File: src/rtl/gpr_pkg.sv
// Shared sizes, instruction-type encodings and small helpers for the
// general-purpose register file and its hazard scoreboard.
package gpr_pkg;

  localparam int GPR_XLEN = 32;
  localparam int GPR_NREG = 32;
  localparam int GPR_AW   = 5;

  // B_type and I_load share an encoding, so these stay plain constants rather than an enum
  localparam logic [2:0] R_TYPE  = 3'b011;
  localparam logic [2:0] S_TYPE  = 3'b010;
  localparam logic [2:0] B_TYPE  = 3'b000;
  localparam logic [2:0] U_TYPE  = 3'b101;
  localparam logic [2:0] I_JUMP  = 3'b110;
  localparam logic [2:0] I_LOGIC = 3'b001;
  localparam logic [2:0] I_LOAD  = 3'b000;

  // True when this cycle's write-back targets ra and ra is not x0
  function automatic logic wb_hit(input logic              en,
                                  input logic [GPR_AW-1:0] wa,
                                  input logic [GPR_AW-1:0] ra);
    return en && (wa == ra) && (ra != '0);
  endfunction

endpackage

File: src/rtl/gpr_scoreboard.sv
// Pending-write scoreboard: one busy bit per register, with RAW/WAW stall
// detection that honours a write-back landing in the same cycle.
module gpr_scoreboard
  import gpr_pkg::*;
#(
  parameter int NREG = GPR_NREG
) (
  input  logic              clk,
  input  logic              rst,
  input  logic              wb_en,
  input  logic [GPR_AW-1:0] wb_addr,
  input  logic [GPR_AW-1:0] rs1_addr,
  input  logic              rs1_used,
  input  logic [GPR_AW-1:0] rs2_addr,
  input  logic              rs2_used,
  input  logic              rd_reserve_en,
  input  logic [GPR_AW-1:0] rd_reserve_addr,
  input  logic              flush,
  output logic              stall,
  output logic [NREG-1:0]   busy_vec
);

  logic [NREG-1:0] busy;
  logic [NREG-1:0] busy_nxt;
  logic            rs1_haz;
  logic            rs2_haz;
  logic            waw_haz;

  always_comb begin
    rs1_haz = rs1_used && (rs1_addr != '0) && busy[rs1_addr]
              && !wb_hit(wb_en, wb_addr, rs1_addr);
    rs2_haz = rs2_used && (rs2_addr != '0) && busy[rs2_addr]
              && !wb_hit(wb_en, wb_addr, rs2_addr);
    waw_haz = rd_reserve_en && (rd_reserve_addr != '0) && busy[rd_reserve_addr]
              && !wb_hit(wb_en, wb_addr, rd_reserve_addr);
    stall   = rs1_haz || rs2_haz || waw_haz;
  end

  // Clear first, then set, so a new producer keeps the bit over a retiring one
  always_comb begin
    busy_nxt = busy;
    if (flush) begin
      busy_nxt = '0;
    end else begin
      if (wb_en) busy_nxt[wb_addr] = 1'b0;
      if (rd_reserve_en && !stall && (rd_reserve_addr != '0))
        busy_nxt[rd_reserve_addr] = 1'b1;
    end
    busy_nxt[0] = 1'b0;
  end

  always_ff @(posedge clk or posedge rst) begin
    if (rst) busy <= '0;
    else     busy <= busy_nxt;
  end

  assign busy_vec = busy;

endmodule

File: src/rtl/gpr_file.sv
// Integer register file: two combinational read ports with same-cycle
// write-back bypass, one write port, x0 hard-wired to zero.
module gpr_file
  import gpr_pkg::*;
#(
  parameter int XLEN = GPR_XLEN,
  parameter int NREG = GPR_NREG
) (
  input  logic              clk,
  input  logic              rst,
  input  logic              en_GPR,
  input  logic [XLEN-1:0]   data_in,
  input  logic [GPR_AW-1:0] data_addr,
  input  logic [GPR_AW-1:0] rs1_addr,
  input  logic [GPR_AW-1:0] rs2_addr,
  input  logic              rs1_used,
  input  logic              rs2_used,
  output logic [XLEN-1:0]   rs1_data,
  output logic [XLEN-1:0]   rs2_data,
  input  logic              rd_reserve_en,
  input  logic [GPR_AW-1:0] rd_reserve_addr,
  input  logic              flush,
  output logic              stall,
  output logic [NREG-1:0]   busy_vec
);

  logic [XLEN-1:0] regs [NREG];

  always_ff @(posedge clk or posedge rst) begin
    if (rst) begin
      for (int i = 0; i < NREG; i++) regs[i] <= '0;
    end else if (en_GPR && (data_addr != '0)) begin
      regs[data_addr] <= data_in;
    end
  end

  always_comb begin
    if (rs1_addr == '0)                            rs1_data = '0;
    else if (wb_hit(en_GPR, data_addr, rs1_addr))  rs1_data = data_in;
    else                                           rs1_data = regs[rs1_addr];

    if (rs2_addr == '0)                            rs2_data = '0;
    else if (wb_hit(en_GPR, data_addr, rs2_addr))  rs2_data = data_in;
    else                                           rs2_data = regs[rs2_addr];
  end

  gpr_scoreboard #(
    .NREG (NREG)
  ) u_scoreboard (
    .clk             (clk),
    .rst             (rst),
    .wb_en           (en_GPR),
    .wb_addr         (data_addr),
    .rs1_addr        (rs1_addr),
    .rs1_used        (rs1_used),
    .rs2_addr        (rs2_addr),
    .rs2_used        (rs2_used),
    .rd_reserve_en   (rd_reserve_en),
    .rd_reserve_addr (rd_reserve_addr),
    .flush           (flush),
    .stall           (stall),
    .busy_vec        (busy_vec)
  );

endmodule

File: config.mk
export PLATFORM = sky130hd
export DESIGN_NAME = gpr_file
export DESIGN_NICKNAME = d
export VERILOG_FILES = /design/src/rtl/gpr_pkg.sv /design/src/rtl/gpr_scoreboard.sv /design/src/rtl/gpr_file.sv
export SDC_FILE = /design/constraint.sdc
export NUM_CORES = 2
export LEC_CHECK = 0
export CAP_MARGIN = 0
export CORE_ASPECT_RATIO = 0.8
export CORE_MARGIN = 1
export CORE_UTILIZATION = 62
export CTS_BUF_LIST = sky130_fd_sc_hd__clkbuf_8 sky130_fd_sc_hd__clkbuf_16
export CTS_CLUSTER_SIZE = 40
export DETAILED_ROUTE_END_ITERATION = 10
export HOLD_SLACK_MARGIN = 0.03
export PLACE_DENSITY_LB_ADDON = 0.1
export SYNTH_ARGS = -nofsm -noshare
export SYNTH_HDL_FRONTEND = slang
export SYNTH_SLANG_ARGS = --single-unit
export TNS_END_PERCENT = 20
File: constraint.sdc
create_clock -name clk -period 43.6 [get_ports clk]
set_input_delay 4.36 -clock clk [delete_from_list [all_inputs] [get_ports clk]]
set_output_delay 4.36 -clock clk [all_outputs]
set_load 0.05 [all_outputs]
# Word level (Yosys, flattened, before mapping)
# Index checks and enable logic that the tools add are counted.
word_totals:
  register_bits: 1055
  word_cells: 112
  input_bits: 59
classes:
  eq_ne: 3
  magnitude_cmp: 10
  n_bitwise: 6
  mux: 27
  reduce_logical: 33
ops:
  columns: ["operator", "n"]
  rows:
  - ["bitwise mux 1024 bit", 1]
  - ["two-way mux 32 bit", 13]
  - ["binary-select mux 32 bit (select 5 bit)", 2]
  - ["demux 32 bit (select 5 bit)", 1]
  - ["bitwise AND 32 bit", 1]
  - ["NOT 32 bit", 1]
  - ["OR 32 bit", 1]
  - ["< comparator 5 x 6 -> 1 bit (second input constant)", 4]
  - ["logical AND 1 bit", 21]
  - ["nonzero test 5 bit", 4]
  - ["greater-or-equal comparator 6 bit (second input constant)", 3]
  - ["NOT 5 -> 6 bit", 3]
  - ["binary-select mux 1 bit (select 5 bit)", 3]
  - ["== test 5 bit", 3]
  - ["demux 1 bit (select 5 bit)", 2]
  - ["greater-or-equal comparator 5 x 1 -> 1 bit (second input constant)", 2]
  - ["logical NOT 5 bit", 2]
  - ["< comparator 6 x 1 -> 1 bit (second input constant)", 1]
  - ["two-way mux 1 bit", 5]
  - ["logical NOT 1 bit", 4]
  - ["logical OR 1 bit", 2]

# Longest topological paths before layout
logic_depth:
  word_depth: 12
  ltp_mapped: 9
  mapped_depth_nobuf: 6

# By module
# A second synthesis with hierarchy kept.
unflattened:
  cells_unflattened: 4550
  hier_area_um2: 59300.6
modules_own_cells:
  columns: ["module", "cells_each", "seq_area_each_um2", "area_per_inst_um2", "instances"]
  rows:
  - ["gpr_file", 4221, 25624.6, 56374.1, 1]
  - ["gpr_scoreboard", 329, 775.7, 2926.6, 1]

# Worst setup path before layout
# No wires, ideal clock.
synth_path:
  path_kind: "input port to output port"
  start: "input rs2_addr[1]"
  end: "output rs2_data[15]"
  path_slack_ns: 32.339
  path_stages: 7
  arrival_ns: 6.901
  required_ns: 39.240
  path_cell_list: "buf_2 clkbuf_1 clkbuf_1 mux4_2 mux4_2 mux2i_1 a211oi_1"
synth_via:
  elab_chain_cells: 6
  word_cells_on_any_way: 11
synth_lines:
  columns: ["item", "line_no", "source"]
  rows:
  - ["from (decl)", "gpr_file.sv:15", "input logic [GPR_AW-1:0] rs2_addr,"]
  - ["NOT 5 -> 6 bit (implied by the code)", "gpr_file.sv:44", "else rs2_data = regs[rs2_addr];"]
  - ["binary-select mux 32 bit (select 5 bit)", "gpr_file.sv:44", null]
  - ["two-way mux 32 bit (implied by the code) (2 in series)", "gpr_file.sv:44", null]
  - ["two-way mux 32 bit", "gpr_file.sv:43", "else if (wb_hit(en_GPR, data_addr, rs2_addr)) rs2_data = data_in;"]
  - ["two-way mux 32 bit (*)", "gpr_file.sv:42", "if (rs2_addr == '0) rs2_data = '0;"]
  - ["to (decl)", "gpr_file.sv:19", "output logic [XLEN-1:0] rs2_data,"]
# Mark *: on every way between the ends. The rest lies on a longest branch, timed or not. The select of a mux whose other input is x is not followed.

# Final worst setup path
layout_path:
  start: "input rs2_addr[0]"
  end: "output rs2_data[3]"
# The elaborated chain is that of the path after synthesis.

==> flow_summary_export.csv <==
group,metric,value,unit
worst_setup_path,critPathTopFamily,"buffers and inverters",
global_routing,grt_pass1_wl,247,mm
placement,gp_congestion,0.838,
die,die_y,274,um
global_routing,gr-total-overflow,0,
global_routing,grt_max_degree,125,
status,status,"completed",
synth,ys_ff_latch,1055,
drt,routed_via_density,7.38,
die,rows,99,
drt,drc_errors,0,
clocking,cts_resized,0,
worst_setup_path,cp.required,39.24,ns
timing,timing.fmax,71.9,MHz
synth,synthCells,3561,
clocking,clk_latency,0.70,ns
die,dieArea,0.0935,mm^2
timing,timing.setup.tns,0,ns
clocking,cts_hold_buffers,0,
die,design.core.area,0.0913,mm^2
final_layout,post-route-util,0.689,
placement,port_buffers,154,
synth,synth_fp_nets,3620,
clocking,htreeDepth,3,
clocking,cts_setup_buffers,0,
synth,syn_area_per_cell,16.1,um^2
final_layout,area_growth,9.94,%
global_routing,grt_pass1_vias,37200,
synth,synth_area,0.0572,mm^2
worst_hold_path,hold_class,"reg2reg",
timing,grt_setup_unrepaired,"false",
worst_setup_path,cp_cell_sequence,"buf_8 -> buf_4 -> buf_12 -> buf_4 -> mux4_2 -> mux4_2 -> mux2i_1 -> a211oi_1 -> clkdlybuf4s50_1",
synth,synth_edf_count,0,
power,p_per_area,46.5,mW/mm^2
clocking,root_buffer,"clkbuf_16",
worst_setup_path,path_buf_inv,5,
drt,vias,35300,
worst_setup_path,critPathMaxFanout,109,
synth,synth.area.top_cells,"dfrtp_1 46%, mux4_2 26%, mux2_2 20%, clkbuf_1 1.7%, mux2i_1 1.3%",
synth,ys_seq_area_frac,0.462,
timing,skew,0.0247,ns
clocking,tritoncts,"yes",
worst_setup_path,cp_slowest_cell,"clkdlybuf4s50_1",
drt,drtAntennaViolNets,0,
drt,detail_route.iter0.violations,3521,
global_routing,antenna_found_initial,1,
clocking,clockBufferDepth,3,
synth,ys.flop_type,"dfrtp_1",
global_routing,track_usage,0.361,
clocking,numCtsBuffers,106,
final_layout,drive_gt1_frac,0.560,
job,max-cap-violations,0,
power,leakage,26.6,nW
drt,wl,164,mm
final_layout,final_cell_mix,"1,055 x dfrtp_1, 993 x mux2_2, 657 x mux4_2",
final_layout,nNetsFinal,3540,
final_layout,final_common_cell,"dfrtp_1",
worst_setup_path,startpoint_type,"input port",
worst_setup_path,path_class,"in2out",
timing,drv_slew,0,
timing,hold_viol,0,
timing,post-route-period-util,0.319,
synth,synth_top_area_share,0.462,
timing,relSlewSlack,0.107,
worst_setup_path,critPathCaptureType,"output port",
timing,worst_pin_slew,1.34,ns
synth,yosysWarnings,0,
clocking,clkSlewWorstSetupHoldPaths,0.06,ns
die,die_w,342,um
timing,finalSetupViolCount,0,
die,initial_core_util,0.627,
power,vdd_drop_max,35.1,uV
worst_setup_path,critPathMaxStageDelay,0.94,ns
synth,synthDominantAreaCellType,"dfrtp_1",
synth,synth_cell_types,52,
drt,drt_pass1_iterations,7,
worst_setup_path,crit_arrival,9.54,ns
synth,async_flop_share,1.00,
placement,dpl.hpwl,87.3,mm
die,ioPinCount,156,
clocking,cts.sinks,1055,
timing,min_period,13.90,ns
drt,wl_per_cell,34.3,um
[worst register-to-register path: stages (launching register included)]
cell      delay, ns
dfrtp_1        0.44
mux4_1         0.53
mux2_2         0.28
a221o_1        0.39
nand4_1        0.15
o211ai_4       0.09
buf_4          0.30
o32ai_2        0.21
[worst paths after layout]
check | to | start | cells after the start | slack (ns)
min in group asynchronous | regs[615] | rst | 2 | 4.25
max in group asynchronous | regs[568] | rst | 6 | 35.10
setup / recovery | rs2_data[3] | rs2_addr[0] | 9 | 29.70
hold / removal | regs[1007] | regs[1007] | 0 | 0.39
setup reg to reg | u_scoreboard.busy_vec[12] | u_scoreboard.busy_vec[9] | 7 | 41.08
hold reg to reg | regs[1007] | regs[1007] | 0 | 0.39
[synth_stat cells (2+ instances only)]
master / instances
dfrtp_1: 1055
mux2_2: 993
mux4_2: 657
clkbuf_1: 260
nor2_1: 89
mux2i_1: 73
buf_2: 66
a211oi_1: 64
nand2_1: 59
buf_1: 56
buf_4: 28
o21ai_2: 23
nand3b_1: 21
inv_1: 12
xor2_1: 12
buf_6: 11
or3b_2: 11
nand3_1: 6
o32ai_2: 6
nand2b_1: 4
nor3_1: 4
nor3b_1: 4
nor4_1: 4
o21ai_1: 3
xnor2_1: 3
a21oi_1: 2
a311oi_1: 2
a31oi_1: 2
and3_1: 2
and3b_1: 2
mux4_1: 2
nand4_1: 2
nor2b_1: 2
o2111ai_1: 2
or2_2: 2
[metrics by stage]
stage	cells	setup slack, ns	hold slack [ns]	total power, mW	area, um^2
after floorplan	3561	9.54	0.441	1.80	57200
after global placement	4585	29.56	0.376	1.94	59200
after detailed placement	4585	29.50	0.382	1.98	59200
after CTS	4779	29.50	0.397	2.92	62900
after global routing	4780	29.24	0.409	3.03	62900
final	4780	29.70	0.393	2.92	62900
[per-layer routing]
layer  share of wire  wire length, um  GRT usage  vias to the layer above
li1                -                -          -                    13700
met1            0.39            64300      0.512                    19200
met2            0.48            77900      0.559                     1916
met3           0.089            14500     0.0692                      424
met4           0.043             7020      0.148                        0
met5               0                0          0                        -
[area by class of cell]
cell class,count,area (um^2)
multi-input combinational,2073,29100
fill,5849,28400
sequential,1055,26400
clock buffer,137,3110
timing repair buffer,233,2160
tap,1212,1520
clock inverter,57,531
inverter,12,62.6
antenna,1,2.50
[power by group]
group	switching, mW	total [mW]	internal (mW)
clock network	0.400	0.949	0.549
logic	0.284	0.677	0.394
registers	0.135	1.30	1.16
[cells by family (layout without fill, tap and decap cells)]
family | count (synthesis) | count (layout) | share of synthesized area
xor+xnor | 15 | 15 | 0.00230
mux | 1725 | 1725 | 0.468
buf+inv | 433 | 439 | 0.0331
other cells | 1 | 2 | 0.0000656
simple gates | 217 | 217 | 0.0183
compound gates | 115 | 115 | 0.0168
flops | 1055 | 1055 | 0.462
[registers in the layout, indices dropped and copies added, names as in the netlist]
register               count
regs                    1024
u_scoreboard.busy_vec     31
Power figures use the tool's default switching activity.
